--- config.mk ---
export PLATFORM = sky130hd
export DESIGN_NAME = capture_wr_sched_flat
export DESIGN_NICKNAME = d
export VERILOG_FILES = /design/src/rtl/capture_pkg.sv /design/src/rtl/capture_wr_sched_if.sv /design/src/rtl/capture_burst_calc.sv /design/src/rtl/capture_wr_sched.sv /design/src/flat_wrapper.sv
export SDC_FILE = /design/constraint.sdc
export NUM_CORES = 1
export LEC_CHECK = 0
export ABC_AREA = 0
export CAP_MARGIN = 20
export CORE_AREA = 2 2 503 505
export DETAILED_ROUTE_END_ITERATION = 16
export DIE_AREA = 0 0 505 507
export GPL_TIMING_DRIVEN = 0
export HOLD_SLACK_MARGIN = 0.02
export PLACE_DENSITY = 0.3
export SLEW_MARGIN = 5
export SYNTH_ARGS = -nofsm -noshare
export SYNTH_HDL_FRONTEND = slang
export SYNTH_HIERARCHICAL = 1
export SYNTH_SLANG_ARGS = --single-unit
--- constraint.sdc ---
create_clock -name m_axi_aclk -period 6 [get_ports m_axi_aclk]
set_clock_uncertainty 0.05 [all_clocks]
set_input_delay 1.2 -clock m_axi_aclk [delete_from_list [all_inputs] [get_ports m_axi_aclk]]
set_output_delay 1.2 -clock m_axi_aclk [all_outputs]
set_load 0.01 [all_outputs]
--- src/rtl/capture_pkg.sv ---
// Shared constants for the capture write scheduler: FSM encoding, AXI field
// values and the 4 KiB burst boundary.
package capture_pkg;

    localparam logic [2:0] ST_IDLE   = 3'd0;
    localparam logic [2:0] ST_AW     = 3'd1;
    localparam logic [2:0] ST_W      = 3'd2;
    localparam logic [2:0] ST_WAIT_B = 3'd3;
    localparam logic [2:0] ST_DONE   = 3'd4;

    localparam logic [1:0] AXI_BURST_INCR = 2'b01;
    localparam logic [1:0] AXI_RESP_OKAY  = 2'b00;
    localparam logic [3:0] AXI_CACHE_BUF  = 4'b0011;
    localparam logic [2:0] AXI_PROT_DATA  = 3'b000;

    localparam int unsigned BOUNDARY_BYTES = 4096;
    localparam int unsigned BOUNDARY_LOG   = 12;

endpackage

--- src/rtl/capture_wr_sched_if.sv ---
// Command, capture-stream, AXI write and status signals of the capture write
// scheduler; master is the scheduler side, slave the environment side.
interface capture_wr_sched_if #(
    parameter int DATA_WIDTH = 512,
    parameter int KEEP_WIDTH = DATA_WIDTH / 8,
    parameter int ADDR_WIDTH = 34
);
    logic                  cmd_valid;
    logic                  cmd_ready;
    logic [ADDR_WIDTH-1:0] cmd_addr;
    logic [31:0]           cmd_len;

    logic [DATA_WIDTH-1:0] s_axis_tdata;
    logic [KEEP_WIDTH-1:0] s_axis_tkeep;
    logic                  s_axis_tvalid;
    logic                  s_axis_tlast;
    logic                  s_axis_tready;

    logic [5:0]            m_axi_awid;
    logic [ADDR_WIDTH-1:0] m_axi_awaddr;
    logic [7:0]            m_axi_awlen;
    logic [2:0]            m_axi_awsize;
    logic [1:0]            m_axi_awburst;
    logic                  m_axi_awlock;
    logic [3:0]            m_axi_awcache;
    logic [2:0]            m_axi_awprot;
    logic                  m_axi_awvalid;
    logic                  m_axi_awready;

    logic [DATA_WIDTH-1:0] m_axi_wdata;
    logic [KEEP_WIDTH-1:0] m_axi_wstrb;
    logic                  m_axi_wlast;
    logic                  m_axi_wvalid;
    logic                  m_axi_wready;

    logic [5:0]            m_axi_bid;
    logic [1:0]            m_axi_bresp;
    logic                  m_axi_bvalid;
    logic                  m_axi_bready;

    logic                  busy;
    logic                  done;
    logic                  err_resp;
    logic                  err_len;

    modport master (
        input  cmd_valid, cmd_addr, cmd_len,
        output cmd_ready,
        input  s_axis_tdata, s_axis_tkeep, s_axis_tvalid, s_axis_tlast,
        output s_axis_tready,
        output m_axi_awid, m_axi_awaddr, m_axi_awlen, m_axi_awsize, m_axi_awburst,
        output m_axi_awlock, m_axi_awcache, m_axi_awprot, m_axi_awvalid,
        input  m_axi_awready,
        output m_axi_wdata, m_axi_wstrb, m_axi_wlast, m_axi_wvalid,
        input  m_axi_wready,
        input  m_axi_bid, m_axi_bresp, m_axi_bvalid,
        output m_axi_bready,
        output busy, done, err_resp, err_len
    );

    modport slave (
        output cmd_valid, cmd_addr, cmd_len,
        input  cmd_ready,
        output s_axis_tdata, s_axis_tkeep, s_axis_tvalid, s_axis_tlast,
        input  s_axis_tready,
        input  m_axi_awid, m_axi_awaddr, m_axi_awlen, m_axi_awsize, m_axi_awburst,
        input  m_axi_awlock, m_axi_awcache, m_axi_awprot, m_axi_awvalid,
        output m_axi_awready,
        input  m_axi_wdata, m_axi_wstrb, m_axi_wlast, m_axi_wvalid,
        output m_axi_wready,
        output m_axi_bid, m_axi_bresp, m_axi_bvalid,
        input  m_axi_bready,
        input  busy, done, err_resp, err_len
    );
endinterface

--- src/rtl/capture_burst_calc.sv ---
// Next burst length: the smallest of beats remaining, the burst cap and the
// beats left before the current address crosses a 4 KiB boundary.
module capture_burst_calc
    import capture_pkg::*;
#(
    parameter int KEEP_WIDTH    = 64,
    parameter int MAX_BURST_LEN = 16
) (
    input  logic [BOUNDARY_LOG-1:0] addr_lo,
    input  logic [31:0]             beats_left,
    output logic [8:0]              burst_len
);
    localparam int BPB_LOG = $clog2(KEEP_WIDTH);

    logic [31:0] to_boundary;

    always_comb begin
        // addr_lo is beat aligned, so the shift is an exact division
        to_boundary = (32'(BOUNDARY_BYTES) - 32'(addr_lo)) >> BPB_LOG;
        burst_len   = 9'(MAX_BURST_LEN);
        if (to_boundary < 32'(burst_len))
            burst_len = to_boundary[8:0];
        if (beats_left < 32'(burst_len))
            burst_len = beats_left[8:0];
    end
endmodule

--- src/rtl/capture_wr_sched.sv ---
// Capture write scheduler: splits a byte-length command into AXI INCR bursts and
// streams the capture FIFO straight onto the W channel.
module capture_wr_sched
    import capture_pkg::*;
#(
    parameter int DATA_WIDTH      = 512,
    parameter int KEEP_WIDTH      = DATA_WIDTH / 8,
    parameter int ADDR_WIDTH      = 34,
    parameter int MAX_BURST_LEN   = 16,
    parameter int MAX_OUTSTANDING = 4
) (
    input  logic m_axi_aclk,
    input  logic m_axi_aresetn,
    capture_wr_sched_if.master bus
);
    localparam int BPB_LOG = $clog2(KEEP_WIDTH);
    localparam int OST_W   = $clog2(MAX_OUTSTANDING + 1);

    logic [2:0]            state;
    logic [ADDR_WIDTH-1:0] addr_q;
    logic [31:0]           beats_left;
    logic [8:0]            burst_len;
    logic [8:0]            burst_q;
    logic [8:0]            beat_cnt;
    logic [OST_W-1:0]      outstanding;
    logic                  err_resp_q;
    logic                  err_len_q;

    logic [31:0] cmd_beats;
    logic        aw_hs;
    logic        w_hs;
    logic        b_hs;
    logic        last_of_cmd;
    logic        unused_bid;

    capture_burst_calc #(
        .KEEP_WIDTH    (KEEP_WIDTH),
        .MAX_BURST_LEN (MAX_BURST_LEN)
    ) u_burst_calc (
        .addr_lo    (addr_q[BOUNDARY_LOG-1:0]),
        .beats_left (beats_left),
        .burst_len  (burst_len)
    );

    // Rounded-up beat count without the overflow of (len + BPB - 1)
    assign cmd_beats = (bus.cmd_len >> BPB_LOG) + 32'(|bus.cmd_len[BPB_LOG-1:0]);

    assign aw_hs = bus.m_axi_awvalid && bus.m_axi_awready;
    assign w_hs  = bus.m_axi_wvalid && bus.m_axi_wready;
    // Responses with nothing outstanding belong to bursts dropped by a reset
    assign b_hs  = bus.m_axi_bvalid && bus.m_axi_bready && (outstanding != '0);
    assign last_of_cmd = bus.m_axi_wlast && (beats_left == 32'd0);
    assign unused_bid  = ^bus.m_axi_bid;

    assign bus.cmd_ready     = (state == ST_IDLE);
    assign bus.m_axi_awvalid = (state == ST_AW) && (outstanding < OST_W'(MAX_OUTSTANDING));
    assign bus.m_axi_awaddr  = addr_q;
    assign bus.m_axi_awlen   = 8'(burst_len - 9'd1);
    assign bus.m_axi_awid    = '0;
    assign bus.m_axi_awsize  = 3'(BPB_LOG);
    assign bus.m_axi_awburst = AXI_BURST_INCR;
    assign bus.m_axi_awlock  = 1'b0;
    assign bus.m_axi_awcache = AXI_CACHE_BUF;
    assign bus.m_axi_awprot  = AXI_PROT_DATA;

    assign bus.m_axi_wvalid  = (state == ST_W) && bus.s_axis_tvalid;
    assign bus.s_axis_tready = (state == ST_W) && bus.m_axi_wready;
    assign bus.m_axi_wdata   = bus.s_axis_tdata;
    assign bus.m_axi_wstrb   = bus.s_axis_tkeep;
    assign bus.m_axi_wlast   = (state == ST_W) && (beat_cnt == burst_q - 9'd1);
    assign bus.m_axi_bready  = 1'b1;

    assign bus.busy     = (state != ST_IDLE);
    assign bus.done     = (state == ST_DONE);
    assign bus.err_resp = err_resp_q;
    assign bus.err_len  = err_len_q;

    always_ff @(posedge m_axi_aclk or negedge m_axi_aresetn) begin
        if (!m_axi_aresetn) begin
            state      <= ST_IDLE;
            addr_q     <= '0;
            beats_left <= '0;
            burst_q    <= '0;
            beat_cnt   <= '0;
            err_resp_q <= 1'b0;
            err_len_q  <= 1'b0;
        end else begin
            case (state)
                ST_IDLE: if (bus.cmd_valid) begin
                    addr_q     <= bus.cmd_addr & ~ADDR_WIDTH'(KEEP_WIDTH - 1);
                    beats_left <= cmd_beats;
                    err_resp_q <= 1'b0;
                    err_len_q  <= 1'b0;
                    state      <= (cmd_beats == 32'd0) ? ST_DONE : ST_AW;
                end
                ST_AW: if (aw_hs) begin
                    addr_q     <= addr_q + (ADDR_WIDTH'(burst_len) << BPB_LOG);
                    beats_left <= beats_left - 32'(burst_len);
                    burst_q    <= burst_len;
                    beat_cnt   <= '0;
                    state      <= ST_W;
                end
                ST_W: if (w_hs) begin
                    beat_cnt <= beat_cnt + 9'd1;
                    if (bus.s_axis_tlast != last_of_cmd)
                        err_len_q <= 1'b1;
                    if (bus.m_axi_wlast)
                        state <= (beats_left != 32'd0) ? ST_AW : ST_WAIT_B;
                end
                ST_WAIT_B: if (outstanding == '0) state <= ST_DONE;
                ST_DONE:   state <= ST_IDLE;
                default:   state <= ST_IDLE;
            endcase
            if (b_hs && (bus.m_axi_bresp != AXI_RESP_OKAY))
                err_resp_q <= 1'b1;
        end
    end

    always_ff @(posedge m_axi_aclk or negedge m_axi_aresetn) begin
        if (!m_axi_aresetn)
            outstanding <= '0;
        else if (aw_hs && !b_hs)
            outstanding <= outstanding + 1'b1;
        else if (b_hs && !aw_hs)
            outstanding <= outstanding - 1'b1;
    end
endmodule

--- src/flat_wrapper.sv ---
// flat-port wrapper written by rule: the top's interface ports become plain ports
module capture_wr_sched_flat import capture_pkg::*;
#(
    parameter int DATA_WIDTH      = 512,
    parameter int KEEP_WIDTH      = DATA_WIDTH / 8,
    parameter int ADDR_WIDTH      = 34,
    parameter int MAX_BURST_LEN   = 16,
    parameter int MAX_OUTSTANDING = 4
)
  (m_axi_aclk, m_axi_aresetn, bus_cmd_valid, bus_cmd_addr, bus_cmd_len, bus_cmd_ready, bus_s_axis_tdata, bus_s_axis_tkeep, bus_s_axis_tvalid, bus_s_axis_tlast, bus_s_axis_tready, bus_m_axi_awid, bus_m_axi_awaddr, bus_m_axi_awlen, bus_m_axi_awsize, bus_m_axi_awburst, bus_m_axi_awlock, bus_m_axi_awcache, bus_m_axi_awprot, bus_m_axi_awvalid, bus_m_axi_awready, bus_m_axi_wdata, bus_m_axi_wstrb, bus_m_axi_wlast, bus_m_axi_wvalid, bus_m_axi_wready, bus_m_axi_bid, bus_m_axi_bresp, bus_m_axi_bvalid, bus_m_axi_bready, bus_busy, bus_done, bus_err_resp, bus_err_len);
  capture_wr_sched_if #(.DATA_WIDTH(DATA_WIDTH), .KEEP_WIDTH(KEEP_WIDTH), .ADDR_WIDTH(ADDR_WIDTH)) bus_i ();
  input  logic m_axi_aclk;
  input  logic m_axi_aresetn;
  input wire logic [$bits(bus_i.cmd_valid)-1:0] bus_cmd_valid;
  input wire logic [$bits(bus_i.cmd_addr)-1:0] bus_cmd_addr;
  input wire logic [$bits(bus_i.cmd_len)-1:0] bus_cmd_len;
  output wire logic [$bits(bus_i.cmd_ready)-1:0] bus_cmd_ready;
  input wire logic [$bits(bus_i.s_axis_tdata)-1:0] bus_s_axis_tdata;
  input wire logic [$bits(bus_i.s_axis_tkeep)-1:0] bus_s_axis_tkeep;
  input wire logic [$bits(bus_i.s_axis_tvalid)-1:0] bus_s_axis_tvalid;
  input wire logic [$bits(bus_i.s_axis_tlast)-1:0] bus_s_axis_tlast;
  output wire logic [$bits(bus_i.s_axis_tready)-1:0] bus_s_axis_tready;
  output wire logic [$bits(bus_i.m_axi_awid)-1:0] bus_m_axi_awid;
  output wire logic [$bits(bus_i.m_axi_awaddr)-1:0] bus_m_axi_awaddr;
  output wire logic [$bits(bus_i.m_axi_awlen)-1:0] bus_m_axi_awlen;
  output wire logic [$bits(bus_i.m_axi_awsize)-1:0] bus_m_axi_awsize;
  output wire logic [$bits(bus_i.m_axi_awburst)-1:0] bus_m_axi_awburst;
  output wire logic [$bits(bus_i.m_axi_awlock)-1:0] bus_m_axi_awlock;
  output wire logic [$bits(bus_i.m_axi_awcache)-1:0] bus_m_axi_awcache;
  output wire logic [$bits(bus_i.m_axi_awprot)-1:0] bus_m_axi_awprot;
  output wire logic [$bits(bus_i.m_axi_awvalid)-1:0] bus_m_axi_awvalid;
  input wire logic [$bits(bus_i.m_axi_awready)-1:0] bus_m_axi_awready;
  output wire logic [$bits(bus_i.m_axi_wdata)-1:0] bus_m_axi_wdata;
  output wire logic [$bits(bus_i.m_axi_wstrb)-1:0] bus_m_axi_wstrb;
  output wire logic [$bits(bus_i.m_axi_wlast)-1:0] bus_m_axi_wlast;
  output wire logic [$bits(bus_i.m_axi_wvalid)-1:0] bus_m_axi_wvalid;
  input wire logic [$bits(bus_i.m_axi_wready)-1:0] bus_m_axi_wready;
  input wire logic [$bits(bus_i.m_axi_bid)-1:0] bus_m_axi_bid;
  input wire logic [$bits(bus_i.m_axi_bresp)-1:0] bus_m_axi_bresp;
  input wire logic [$bits(bus_i.m_axi_bvalid)-1:0] bus_m_axi_bvalid;
  output wire logic [$bits(bus_i.m_axi_bready)-1:0] bus_m_axi_bready;
  output wire logic [$bits(bus_i.busy)-1:0] bus_busy;
  output wire logic [$bits(bus_i.done)-1:0] bus_done;
  output wire logic [$bits(bus_i.err_resp)-1:0] bus_err_resp;
  output wire logic [$bits(bus_i.err_len)-1:0] bus_err_len;
  assign bus_i.cmd_valid = bus_cmd_valid;
  assign bus_i.cmd_addr = bus_cmd_addr;
  assign bus_i.cmd_len = bus_cmd_len;
  assign bus_cmd_ready = bus_i.cmd_ready;
  assign bus_i.s_axis_tdata = bus_s_axis_tdata;
  assign bus_i.s_axis_tkeep = bus_s_axis_tkeep;
  assign bus_i.s_axis_tvalid = bus_s_axis_tvalid;
  assign bus_i.s_axis_tlast = bus_s_axis_tlast;
  assign bus_s_axis_tready = bus_i.s_axis_tready;
  assign bus_m_axi_awid = bus_i.m_axi_awid;
  assign bus_m_axi_awaddr = bus_i.m_axi_awaddr;
  assign bus_m_axi_awlen = bus_i.m_axi_awlen;
  assign bus_m_axi_awsize = bus_i.m_axi_awsize;
  assign bus_m_axi_awburst = bus_i.m_axi_awburst;
  assign bus_m_axi_awlock = bus_i.m_axi_awlock;
  assign bus_m_axi_awcache = bus_i.m_axi_awcache;
  assign bus_m_axi_awprot = bus_i.m_axi_awprot;
  assign bus_m_axi_awvalid = bus_i.m_axi_awvalid;
  assign bus_i.m_axi_awready = bus_m_axi_awready;
  assign bus_m_axi_wdata = bus_i.m_axi_wdata;
  assign bus_m_axi_wstrb = bus_i.m_axi_wstrb;
  assign bus_m_axi_wlast = bus_i.m_axi_wlast;
  assign bus_m_axi_wvalid = bus_i.m_axi_wvalid;
  assign bus_i.m_axi_wready = bus_m_axi_wready;
  assign bus_i.m_axi_bid = bus_m_axi_bid;
  assign bus_i.m_axi_bresp = bus_m_axi_bresp;
  assign bus_i.m_axi_bvalid = bus_m_axi_bvalid;
  assign bus_m_axi_bready = bus_i.m_axi_bready;
  assign bus_busy = bus_i.busy;
  assign bus_done = bus_i.done;
  assign bus_err_resp = bus_i.err_resp;
  assign bus_err_len = bus_i.err_len;
  capture_wr_sched #(.DATA_WIDTH(DATA_WIDTH), .KEEP_WIDTH(KEEP_WIDTH), .ADDR_WIDTH(ADDR_WIDTH), .MAX_BURST_LEN(MAX_BURST_LEN), .MAX_OUTSTANDING(MAX_OUTSTANDING)) u_core (.m_axi_aclk(m_axi_aclk), .m_axi_aresetn(m_axi_aresetn), .bus(bus_i));
endmodule
After elaboration in Yosys (flattened, before gate mapping)
Cells that the tools add are included.
- add/sub/neg operators: 9
- $lt $le $gt $ge: 3
- eq/ne operators: 12
- muxes and demuxes: 27
- reduce and logical (&&, ||, !) cells: 34
- operators by type and width (kind ; number):
    two-way mux 34 bit ; 2
    one-hot mux 34 bit (2 select lines) ; 1
    zero test 32 bit ; 2
    two-way mux 32 bit ; 2
    one-hot mux 32 bit (2 select lines) ; 1
    two-way mux 9 bit ; 4
    adder 34 x 15 -> 34 bit ; 1
    < comparator 32 x 9 -> 1 bit ; 1
    nonzero test 32 bit ; 1
    subtractor 32 x 9 -> 32 bit ; 1
    adder 26 x 1 -> 27 bit ; 1
    < comparator 26 x 5 -> 1 bit, second input constant ; 1
    two-way mux 3 bit ; 8
    one-hot mux 9 bit (2 select lines) ; 1
    nonzero test 2 bit ; 7
    subtractor 13 x 12 -> 14 bit, first input constant ; 1
    one-hot mux 3 bit (4 select lines) ; 1
    logical AND 1 bit ; 11
    adder 9 x 1 -> 9 bit, second input constant ; 1
    == test 9 bit ; 1
    subtractor 9 x 1 -> 9 bit, second input constant ; 1
    != test 2 x 1 -> 1 bit, second input constant ; 4
    subtractor 8 x 1 -> 8 bit, second input constant ; 1
    == test 3 x 2 -> 1 bit, second input constant ; 2
    other kinds (18) ; 28
- register bits after elaboration: 92
- input bits: 658
- output and inout bits: 647

Longest topological paths before layout
Gate-level depths: netlist of run 1.
- word-level depth: 8
- depth in mapped cells: 20
- gate-level depth less buffers: 19

Modules after synthesis
The synthesis of run 1 kept the hierarchy.
- modules (own cells, without submodules) (module ; times used ; cells an instance ; area each (um^2)):
    capture_wr_sched ; 1 ; 1399 ; 11168.2
    capture_burst_calc ; 1 ; 56 ; 409.1

Worst setup path before layout of run 1
OpenSTA, ideal clock, no wires.
- path type: register to register
- start: reg u_core.addr_q[6], in the netlist u_core/bus.m_axi_awaddr[6]
- end: reg u_core.addr_q[30], in the netlist u_core/bus.m_axi_awaddr[30]
- setup time: 0.126 ns
- data arrival time: 5.094 ns
- required time: 5.824 ns
- setup slack: 0.730 ns
- cell stages (with the launch flop): 20
- buffers on the path: 1
- period minus slack after synthesis: 5.270 ns
- path through: dfrtp_1 or3_1 or3_2 xor2_1 nand3_1 ha_1 a21o_1 a21o_1 a2111o_1 buf_6 mux2i_1 inv_1 fa_1 nor2b_1 o21ai_1 a21o_1 a211oi_2 o211ai_1 or3_1 o311a_1
- longest elaborated chain between the ends: 8
- RTL lines (item ; RTL line ; RTL):
    start: declaration ; capture_wr_sched.sv:20 ; logic [ADDR_WIDTH-1:0] addr_q;
    start signal: assignment ; capture_wr_sched.sv:90 ; addr_q <= bus.cmd_addr & ~ADDR_WIDTH'(KEEP_WIDTH - 1);
    start signal: assignment ; capture_wr_sched.sv:97 ; addr_q <= addr_q + (ADDR_WIDTH'(burst_len) << BPB_LOG);
    subtractor 13 x 12 -> 14 bit (*) ; capture_burst_calc.sv:19 ; to_boundary = (32'(BOUNDARY_BYTES) - 32'(addr_lo)) >> BPB_LOG;
    < comparator 26 x 5 -> 1 bit ; capture_burst_calc.sv:21 ; if (to_boundary < 32'(burst_len))
    two-way mux 9 bit (*) ; capture_burst_calc.sv:21 ;
    < comparator 32 x 9 -> 1 bit ; capture_burst_calc.sv:23 ; if (beats_left < 32'(burst_len))
    two-way mux 9 bit (*) ; capture_burst_calc.sv:23 ;
    via u_core.burst_len[1] ; capture_wr_sched.sv:22 ; logic [8:0] burst_len;
    adder 34 x 15 -> 34 bit (*) ; capture_wr_sched.sv:97 ;
    two-way mux 34 bit (*) ; capture_wr_sched.sv:96 ; ST_AW: if (aw_hs) begin
    one-hot mux 34 bit (2 select lines) (*) ; capture_wr_sched.sv:88 ; case (state)
The timed path passes the listed nets; every way through them passes the cells marked *. The select of a mux whose other input is x is not followed.
A chain may end at the register's enable or synchronous reset.

Final worst setup path of run 1
- start: reg u_core.addr_q[6], in the netlist u_core/bus.m_axi_awaddr[6]
- end: out bus_m_axi_awlen[2]
- longest elaborated chain between the ends: 6
- RTL lines (item ; RTL line ; RTL):
    subtractor 13 x 12 -> 14 bit (*) ; capture_burst_calc.sv:19 ;
    < comparator 26 x 5 -> 1 bit ; capture_burst_calc.sv:21 ;
    two-way mux 9 bit (*) ; capture_burst_calc.sv:21 ;
    < comparator 32 x 9 -> 1 bit ; capture_burst_calc.sv:23 ;
    two-way mux 9 bit (*) ; capture_burst_calc.sv:23 ;
    via u_core.burst_len[0] ; capture_wr_sched.sv:22 ;
    subtractor 8 x 1 -> 8 bit (*) ; capture_wr_sched.sv:58 ; assign bus.m_axi_awlen = 8'(burst_len - 9'd1);
    end: declaration ; flat_wrapper.sv:25 ; output wire logic [$bits(bus_i.m_axi_awlen)-1:0] bus_m_axi_awlen;
The timed path passes the listed nets; every way through them passes the cells marked *.

==> impl_metrics.xml, run 1 <==
<?xml version="1.0" encoding="UTF-8"?>
<metrics>
  <group name="outcome">
    <metric name="outcome" unit="">finished clean</metric>
  </group>
  <group name="timing">
    <metric name="hold-worst-slack" unit="ns">0.443</metric>
    <metric name="worst_slew_margin_rel" unit="%">25.9</metric>
    <metric name="min_period_over_period" unit="%">96.0</metric>
    <metric name="postLayoutSetupSlackWorst" unit="ns">0.241</metric>
    <metric name="tightest_slew" unit="ns">1.11</metric>
    <metric name="fmaxAchievable" unit="GHz">0.174</metric>
    <metric name="hold_violations" unit="">0</metric>
    <metric name="timing_max_transition_violations_final" unit="">0</metric>
    <metric name="final.min_clock_period" unit="ns">5.76</metric>
    <metric name="unrepaired_setup_endpoints_after_global_routing" unit="">no</metric>
    <metric name="setup_violation_total_in_the_final_timing_report" unit="">0</metric>
  </group>
  <group name="cells_and_area">
    <metric name="drive_above_1_share" unit="%">31.4</metric>
    <metric name="syn_to_final_growth" unit="%">101</metric>
    <metric name="design.final.nets" unit="">2883</metric>
    <metric name="utilization_after_layout" unit="%">9.29</metric>
    <metric name="final_area" unit="um^2">23300</metric>
    <metric name="mostFrequentLayoutCell" unit="">sky130_fd_sc_hd__clkdlybuf4s50_1</metric>
    <metric name="mostFrequentLayoutCells" unit="">sky130_fd_sc_hd__clkdlybuf4s50_1 (677), sky130_fd_sc_hd__buf_4 (610), sky130_fd_sc_hd__dfrtp_1 (85)</metric>
  </group>
  <group name="global_route">
    <metric name="grt_max_degree" unit="">71</metric>
    <metric name="vias_in_the_first_global_route" unit="">13000</metric>
    <metric name="grt_antenna_before_repair" unit="">168</metric>
    <metric name="overall_overflow_remaining_after_global_route" unit="">0</metric>
    <metric name="grt_util_overall" unit="%">9.72</metric>
    <metric name="grt_first_pass_wirelength" unit="mm">158</metric>
  </group>
  <group name="power">
    <metric name="finalPower" unit="uW">5770</metric>
    <metric name="irDropWorstVdd" unit="V">0.000186</metric>
    <metric name="static-leakage-power" unit="uW">0.00878</metric>
    <metric name="pd_cells" unit="nW/um^2">248</metric>
  </group>
  <group name="critical_path">
    <metric name="crit_arrival" unit="ns">4.51</metric>
    <metric name="critPathSlowestCell" unit="">sky130_fd_sc_hd__dfrtp_2</metric>
    <metric name="timing.reg2reg.setup_slack" unit="ns">0.29</metric>
    <metric name="path_depth" unit="">14</metric>
    <metric name="worstPathRequired" unit="ns">4.75</metric>
    <metric name="crit_path_max_fanout" unit="">6</metric>
    <metric name="worst-path-buf-inv" unit="">3</metric>
    <metric name="crit_path_end_kind" unit="">output port</metric>
    <metric name="slowest_delay" unit="ns">0.47</metric>
    <metric name="critical_path.startpoint_type" unit="">flop</metric>
    <metric name="r2r_cells" unit="">22</metric>
    <metric name="path_delay_family" unit="">simple AND/OR/NAND/NOR gates</metric>
    <metric name="timing.rr.end" unit="">u_core/bus.m_axi_awaddr[30]$_DFFE_PN0P_</metric>
    <metric name="class_of_the_most_critical_setup_path" unit="">flop to output port</metric>
    <metric name="timing.rr.start" unit="">u_core/bus.m_axi_awaddr[6]$_DFFE_PN0P_</metric>
    <metric name="crit_chain" unit="">or3_1 -&gt; or3_2 -&gt; xor2_1 -&gt; nand3_1 -&gt; ha_1 -&gt; a21o_1 -&gt; a21o_1 -&gt; a2111o_1 -&gt; buf_6 -&gt; mux2_4 -&gt; inv_1 -&gt; ha_2 -&gt; xor2_1 -&gt; clkdlybuf4s15_2</metric>
  </group>
  <group name="min_path">
    <metric name="hold-path-endpoint" unit="">u_core/bus.err_resp$_DFFE_PN0P_</metric>
    <metric name="hold_path_class" unit="">flop to flop</metric>
    <metric name="hp-start" unit="">u_core/bus.err_resp$_DFFE_PN0P_</metric>
    <metric name="hold-path-cell-count" unit="">2</metric>
  </group>
  <group name="die">
    <metric name="floorplan.die_area" unit="um^2">256000</metric>
    <metric name="num_rows" unit="">184</metric>
    <metric name="dieWidth" unit="um">505</metric>
    <metric name="die_y" unit="um">507</metric>
    <metric name="start_util" unit="%">4.62</metric>
    <metric name="design.core.area" unit="um^2">250000</metric>
    <metric name="i_o_pins" unit="">1305</metric>
  </group>
  <group name="clock_network">
    <metric name="holdBufCountCts" unit="">0</metric>
    <metric name="path_clk_slew" unit="ns">0.09</metric>
    <metric name="clk_root_buffer_cell" unit="">sky130_fd_sc_hd__clkbuf_16</metric>
    <metric name="numCtsBuffers" unit="">9</metric>
    <metric name="cts_tree" unit="">done</metric>
    <metric name="h-tree-depth" unit="">3</metric>
    <metric name="clock_sinks" unit="">86</metric>
    <metric name="max-clock-path-buffers" unit="">2</metric>
    <metric name="clk-insertion-delay-late" unit="ns">0.39</metric>
  </group>
  <group name="synthesis">
    <metric name="yosys_register_bits" unit="">86</metric>
    <metric name="synth_edf_count" unit="">0</metric>
    <metric name="post_synth_instance_area" unit="um^2">11600</metric>
    <metric name="post_synth.cell_area_avg" unit="um^2">7.96</metric>
    <metric name="synth_cells" unit="">1455</metric>
    <metric name="ys_async_sr_fraction" unit="%">100</metric>
    <metric name="synth-seq-area-share" unit="%">18.6</metric>
    <metric name="ys.flop_type" unit="">sky130_fd_sc_hd__dfrtp_1</metric>
    <metric name="post_synth_num_cell_types" unit="">88</metric>
    <metric name="yosysWarningCount" unit="">6</metric>
  </group>
  <group name="drt">
    <metric name="detail_route.vias_per_cell" unit="">2.41</metric>
    <metric name="drt_iter0_drc" unit="">532</metric>
    <metric name="drt-pass1-iter-count" unit="">5</metric>
    <metric name="number_of_remaining_drc_errors" unit="">0</metric>
    <metric name="num_vias" unit="">13400</metric>
    <metric name="drtAntennaViolNets" unit="">0</metric>
    <metric name="post_drt_wl_per_cell" unit="um">23.6</metric>
    <metric name="finalWirelength" unit="mm">131</metric>
  </group>
  <group name="placement">
    <metric name="dp_slack" unit="ns">-1.09</metric>
    <metric name="gp_congestion" unit="">0.821</metric>
    <metric name="numPortBuffers" unit="">685</metric>
    <metric name="dp_hpwl" unit="mm">122</metric>
    <metric name="postPlaceCellArea" unit="um^2">22800</metric>
  </group>
  <group name="job">
    <metric name="drv_cap" unit="">0</metric>
  </group>
</metrics>
sequential cells by signal, indices dropped and copies added, names as in the netlist:
register / flops
u_core/beats_left: 32
u_core/outstanding: 3
u_core/burst_q: 9
u_core/bus.err_resp: 1
u_core/bus.m_axi_awaddr: 28
u_core/beat_cnt: 9
u_core/bus.err_len: 1
u_core/state: 3
worst max path at each step:
stage,from,end,slack [ns]
floorplan,u_core/bus.m_axi_awaddr[6]$_DFFE_PN0P_,u_core/bus.m_axi_awaddr[30]$_DFFE_PN0P_,0.73
global placement,u_core/bus.m_axi_awaddr[6]$_DFFE_PN0P_,u_core/bus.m_axi_awaddr[30]$_DFFE_PN0P_,-1.02
detailed placement,u_core/bus.m_axi_awaddr[6]$_DFFE_PN0P_,u_core/bus.m_axi_awaddr[30]$_DFFE_PN0P_,-1.09
CTS,u_core/bus.m_axi_awaddr[6]$_DFFE_PN0P_,bus_m_axi_awlen[4],0.03
global route,u_core/bus.m_axi_awaddr[6]$_DFFE_PN0P_,u_core/bus.m_axi_awaddr[31]$_DFFE_PN0P_,0.007
finish,u_core/bus.m_axi_awaddr[6]$_DFFE_PN0P_,bus_m_axi_awlen[2],0.24
cell families (layout without fill, tap and decap cells):
kind of cell / count (synthesis) / count (layout) / share of synthesized area, %
DFF: 86 / 86 / 18.6
muxes: 13 / 13 / 1.18
other: 4 / 60 / 0.130
xor gates and xnor gates: 66 / 66 / 4.99
buffers and inverters: 683 / 1392 / 42.0
and+or+nand+nor: 367 / 367 / 17.4
adders and majority gates: 32 / 32 / 3.65
AOI/OAI and AO/OA: 204 / 204 / 12.1
worst reg2reg max path, cell delays in order, from the launching register on:
cell and delay, ns:
sky130_fd_sc_hd__dfrtp_2 0.47, sky130_fd_sc_hd__or3_1 0.43, sky130_fd_sc_hd__or3_2 0.46, sky130_fd_sc_hd__xor2_1 0.16, sky130_fd_sc_hd__nand3_1 0.13, sky130_fd_sc_hd__ha_1 0.32
sky130_fd_sc_hd__a21o_1 0.16, sky130_fd_sc_hd__a21o_1 0.18, sky130_fd_sc_hd__a2111o_1 0.41, sky130_fd_sc_hd__buf_6 0.15, sky130_fd_sc_hd__mux2_4 0.26, sky130_fd_sc_hd__ha_1 0.19
sky130_fd_sc_hd__inv_1 0.06, sky130_fd_sc_hd__fa_1 0.39, sky130_fd_sc_hd__nor2b_1 0.13, sky130_fd_sc_hd__o21ai_1 0.08, sky130_fd_sc_hd__a21o_1 0.30, sky130_fd_sc_hd__a211oi_4 0.31
sky130_fd_sc_hd__buf_12 0.16, sky130_fd_sc_hd__o211ai_1 0.11, sky130_fd_sc_hd__buf_4 0.20, sky130_fd_sc_hd__or3_1 0.35, sky130_fd_sc_hd__o311a_1 0.12
final cells by class:
type	count	area (um^2)
antenna	22	55.1
buffer	645	4720
clock buffer	9	225
clock inverter	7	88.8
fill	29300	227000
inverter	38	143
multi-input combinational	720	4760
sequential	86	2150
tap	3348	4190
timing repair buffer	693	6950
Yosys cell counts (all sizes together) (6+ instances only):
cell / n / area, um^2
a211oi: 11 / 92.6
nand2: 77 / 289
and2: 9 / 56.3
nand3: 33 / 165
inv: 38 / 143
nor2: 70 / 263
buf: 618 / 4610
or3: 19 / 120
nor3: 37 / 190
xnor2: 32 / 280
nand4: 31 / 230
dfrtp: 86 / 2150
o22ai: 12 / 75.1
a21oi: 43 / 215
o21ai: 46 / 230
nor2b: 6 / 37.5
o21a: 6 / 45.0
mux2i: 11 / 110
nor3b: 8 / 75.1
o211ai: 12 / 90.1
and3: 10 / 63.8
xor2: 34 / 298
a21o: 8 / 60.1
nand2b: 7 / 43.8
and4: 8 / 73.8
ha: 29 / 363
clkbuf: 27 / 103
or4: 11 / 91.3
nor4: 26 / 190
routing by layer:
layer	routed length, um	track usage (%)	up-vias
li1	-	-	5856
met1	42400	9.08	6177
met2	67700	18.3	1074
met3	18000	5.81	262
met4	2870	1.39	52
met5	357	0	-
repair_timing:
action	4_1_cts	5_1_grt
setup endpoints to repair	50	19
pin swaps	2	0
gates cloned	0	0
buffers inserted	3	2
gates resized for setup	29	12
where the power goes:
group          total, uW  internal, uW  switching, uW  leakage [uW]
clock                656           335            321      0.000152
sequential          1150           807            348       0.00107
combinational       3960          1700           2250       0.00756
total               5770          2850           2920       0.00878
per-stage QoR:
stage | setup TNS [ns] | std cells
after floorplan | 0 | 1489
after global placement | -89.31 | 5522
after detailed placement | -17.23 | 5525
after CTS | 0 | 5544
after global routing | 0 | 5553
final | 0 | 5568
Power figures use the tool's default switching activity.
==> inputs of run 2 (changes only) <==
RECOVER_POWER = 25   (was default)
==> impl_metrics.xml, run 2 (synthesis gave the netlist of run 1 again) <==
<?xml version="1.0" encoding="UTF-8"?>
<metrics>
  <group name="outcome">
    <metric name="outcome" unit="">finished with violations</metric>
    <metric name="violated_checks" unit="">capacitance limit, slew limit</metric>
  </group>
  <group name="drt">
    <metric name="detail_route.vias_per_cell" unit="">2.40</metric>
    <metric name="post_drt_wl_per_cell" unit="um">23.5</metric>
    <metric name="drt_iter0_drc" unit="">490</metric>
    <metric name="number_of_remaining_drc_errors" unit="">0</metric>
    <metric name="drtAntennaViolNets" unit="">0</metric>
    <metric name="num_vias" unit="">13300</metric>
    <metric name="drt-pass1-iter-count" unit="">5</metric>
    <metric name="finalWirelength" unit="mm">131</metric>
  </group>
  <group name="power">
    <metric name="pd_cells" unit="nW/um^2">246</metric>
    <metric name="power_frac_comb" unit="%">68.3</metric>
    <metric name="irDropWorstVdd" unit="V">0.000185</metric>
    <metric name="static-leakage-power" unit="uW">0.00881</metric>
    <metric name="share_seq_of_total_power" unit="%">20.1</metric>
    <metric name="finalPower" unit="uW">5720</metric>
    <metric name="swShare" unit="%">51.1</metric>
    <metric name="internal_power" unit="uW">2800</metric>
    <metric name="clkPwrFrac" unit="%">11.5</metric>
    <metric name="switching_power" unit="uW">2920</metric>
  </group>
  <group name="critical_path">
    <metric name="class_of_the_most_critical_setup_path" unit="">flop to output port</metric>
    <metric name="worstPathRequired" unit="ns">4.75</metric>
    <metric name="crit_arrival" unit="ns">4.49</metric>
    <metric name="crit_path_end_kind" unit="">output port</metric>
    <metric name="crit_path_max_fanout" unit="">6</metric>
    <metric name="critical_path.startpoint_type" unit="">flop</metric>
  </group>
  <group name="job">
    <metric name="drv_cap" unit="">1</metric>
  </group>
  <group name="cells_and_area">
    <metric name="mostFrequentLayoutCells" unit="">sky130_fd_sc_hd__buf_4 (610), sky130_fd_sc_hd__clkdlybuf4s50_1 (568), sky130_fd_sc_hd__dlygate4sd3_1 (109)</metric>
    <metric name="syn_to_final_growth" unit="%">101</metric>
    <metric name="mostFrequentLayoutCell" unit="">sky130_fd_sc_hd__buf_4</metric>
    <metric name="design.final.nets" unit="">2883</metric>
    <metric name="register_with_the_highest_flop_count" unit="">u_core/beats_left</metric>
    <metric name="drive_above_1_share" unit="%">31.3</metric>
    <metric name="largest_reg_flops" unit="">32</metric>
    <metric name="utilization_after_layout" unit="%">9.28</metric>
    <metric name="instances_no_fill" unit="">5568</metric>
  </group>
  <group name="timing">
    <metric name="hold-worst-slack" unit="ns">0.437</metric>
    <metric name="timing_max_transition_violations_final" unit="">71</metric>
    <metric name="unrepaired_setup_endpoints_after_global_routing" unit="">no</metric>
    <metric name="worst_slew_margin_rel" unit="%">-45.7</metric>
    <metric name="timing.setup.tns" unit="ns">0</metric>
    <metric name="final.min_clock_period" unit="ns">5.74</metric>
    <metric name="setup_violation_total_in_the_final_timing_report" unit="">0</metric>
    <metric name="hold_violations" unit="">0</metric>
    <metric name="tightest_slew" unit="ns">2.19</metric>
    <metric name="fmaxAchievable" unit="GHz">0.174</metric>
    <metric name="min_period_over_period" unit="%">95.7</metric>
  </group>
  <group name="die">
    <metric name="i_o_pins" unit="">1305</metric>
    <metric name="num_rows" unit="">184</metric>
    <metric name="die_y" unit="um">507</metric>
    <metric name="floorplan.die_area" unit="um^2">256000</metric>
    <metric name="dieWidth" unit="um">505</metric>
    <metric name="start_util" unit="%">4.62</metric>
    <metric name="design.core.area" unit="um^2">250000</metric>
  </group>
  <group name="min_path">
    <metric name="hold_path_class" unit="">flop to flop</metric>
  </group>
  <group name="global_route">
    <metric name="grt_antenna_before_repair" unit="">169</metric>
    <metric name="grt_first_pass_wirelength" unit="mm">158</metric>
    <metric name="overall_overflow_remaining_after_global_route" unit="">0</metric>
    <metric name="grt_max_degree" unit="">71</metric>
    <metric name="grt_util_overall" unit="%">9.72</metric>
    <metric name="vias_in_the_first_global_route" unit="">13000</metric>
  </group>
  <group name="placement">
    <metric name="numPortBuffers" unit="">685</metric>
    <metric name="gp_congestion" unit="">0.821</metric>
    <metric name="dpl.cell_count" unit="">5525</metric>
    <metric name="dp_hpwl" unit="mm">122</metric>
  </group>
  <group name="clock_network">
    <metric name="cts_tree" unit="">done</metric>
    <metric name="holdBufCountCts" unit="">0</metric>
    <metric name="clk_root_buffer_cell" unit="">sky130_fd_sc_hd__clkbuf_16</metric>
    <metric name="h-tree-depth" unit="">3</metric>
    <metric name="numCtsBuffers" unit="">9</metric>
    <metric name="max-clock-path-buffers" unit="">2</metric>
    <metric name="path_clk_slew" unit="ns">0.09</metric>
    <metric name="clk-insertion-delay-late" unit="ns">0.39</metric>
    <metric name="clock_sinks" unit="">86</metric>
  </group>
</metrics>
## run 2: metrics by stage
step           instance area (um^2)  setup WS (ns)
2_1_floorplan                 11700          0.730
3_3_place_gp                  22800          -1.02
3_5_place_dp                  22800          -1.09
4_1_cts                       23200         0.0338
5_1_grt                       23200        0.00947
6_report                      23200          0.259
## run 2: path summary, 6_finish.rpt
path,endpoint,slack (ns),start,cells after the start
setup / recovery,bus_m_axi_awlen[2],0.26,u_core/bus.m_axi_awaddr[6]$_DFFE_PN0P_,14
hold / removal,u_core/bus.err_resp$_DFFE_PN0P_,0.44,u_core/bus.err_resp$_DFFE_PN0P_,2
setup reg to reg,u_core/bus.m_axi_awaddr[30]$_DFFE_PN0P_,0.32,u_core/bus.m_axi_awaddr[6]$_DFFE_PN0P_,22
hold reg to reg,u_core/bus.err_resp$_DFFE_PN0P_,0.44,u_core/bus.err_resp$_DFFE_PN0P_,2
max in group asynchronous,u_core/bus.m_axi_awaddr[30]$_DFFE_PN0P_,2.25,m_axi_aresetn,2
min in group asynchronous,u_core/bus.err_len$_DFFE_PN0P_,0.94,m_axi_aresetn,1
## run 2: layout make-up
type	count	area, um^2
well taps	3348	4190
flip-flops and latches	86	2150
fillers	29300	227000
multi-input cells	720	4750
clock inverters	7	88.8
plain buffers	645	4720
inverters	38	143
diodes	22	55.1
repair buffers	693	6920
clock buffers	9	225
## run 2: critical path, stage by stage (launching register included)
cell and delay (ns):
sky130_fd_sc_hd__dfrtp_2 0.47, sky130_fd_sc_hd__or3_1 0.42, sky130_fd_sc_hd__or3_2 0.45, sky130_fd_sc_hd__xor2_1 0.15, sky130_fd_sc_hd__nand3_1 0.13, sky130_fd_sc_hd__ha_1 0.32
sky130_fd_sc_hd__a21o_1 0.16, sky130_fd_sc_hd__a21o_1 0.17, sky130_fd_sc_hd__a2111o_1 0.41, sky130_fd_sc_hd__buf_6 0.15, sky130_fd_sc_hd__mux2_4 0.35, sky130_fd_sc_hd__inv_1 0.13
sky130_fd_sc_hd__ha_2 0.22, sky130_fd_sc_hd__xor2_1 0.18, sky130_fd_sc_hd__clkdlybuf4s15_2 0.36
## run 2: metal layers
metal	GRT usage (%)	up-vias	part of all wire, %
met4	1.39	52	2.2
met1	9.08	6112	32
li1	-	5855	-
met5	0	-	0.27
met2	18.3	1058	52
met3	5.81	262	14
## run 2: power by group through the flow
stage	clock network [uW]	registers (uW)	logic, uW
after floorplan	0	1080	2040
after detailed placement	0	1170	4050
after global routing	701	1200	4260
final	658	1150	3910
after CTS	690	1160	4080
after global placement	0	1170	4050
## run 2: what timing repair did
| action | CTS | global route |
|---|---|---|
| endpoints found under the setup margin | 50 | 19 |
| resized for setup | 29 | 12 |
| buffers inserted | 3 | 2 |
| pin swaps | 2 | 0 |
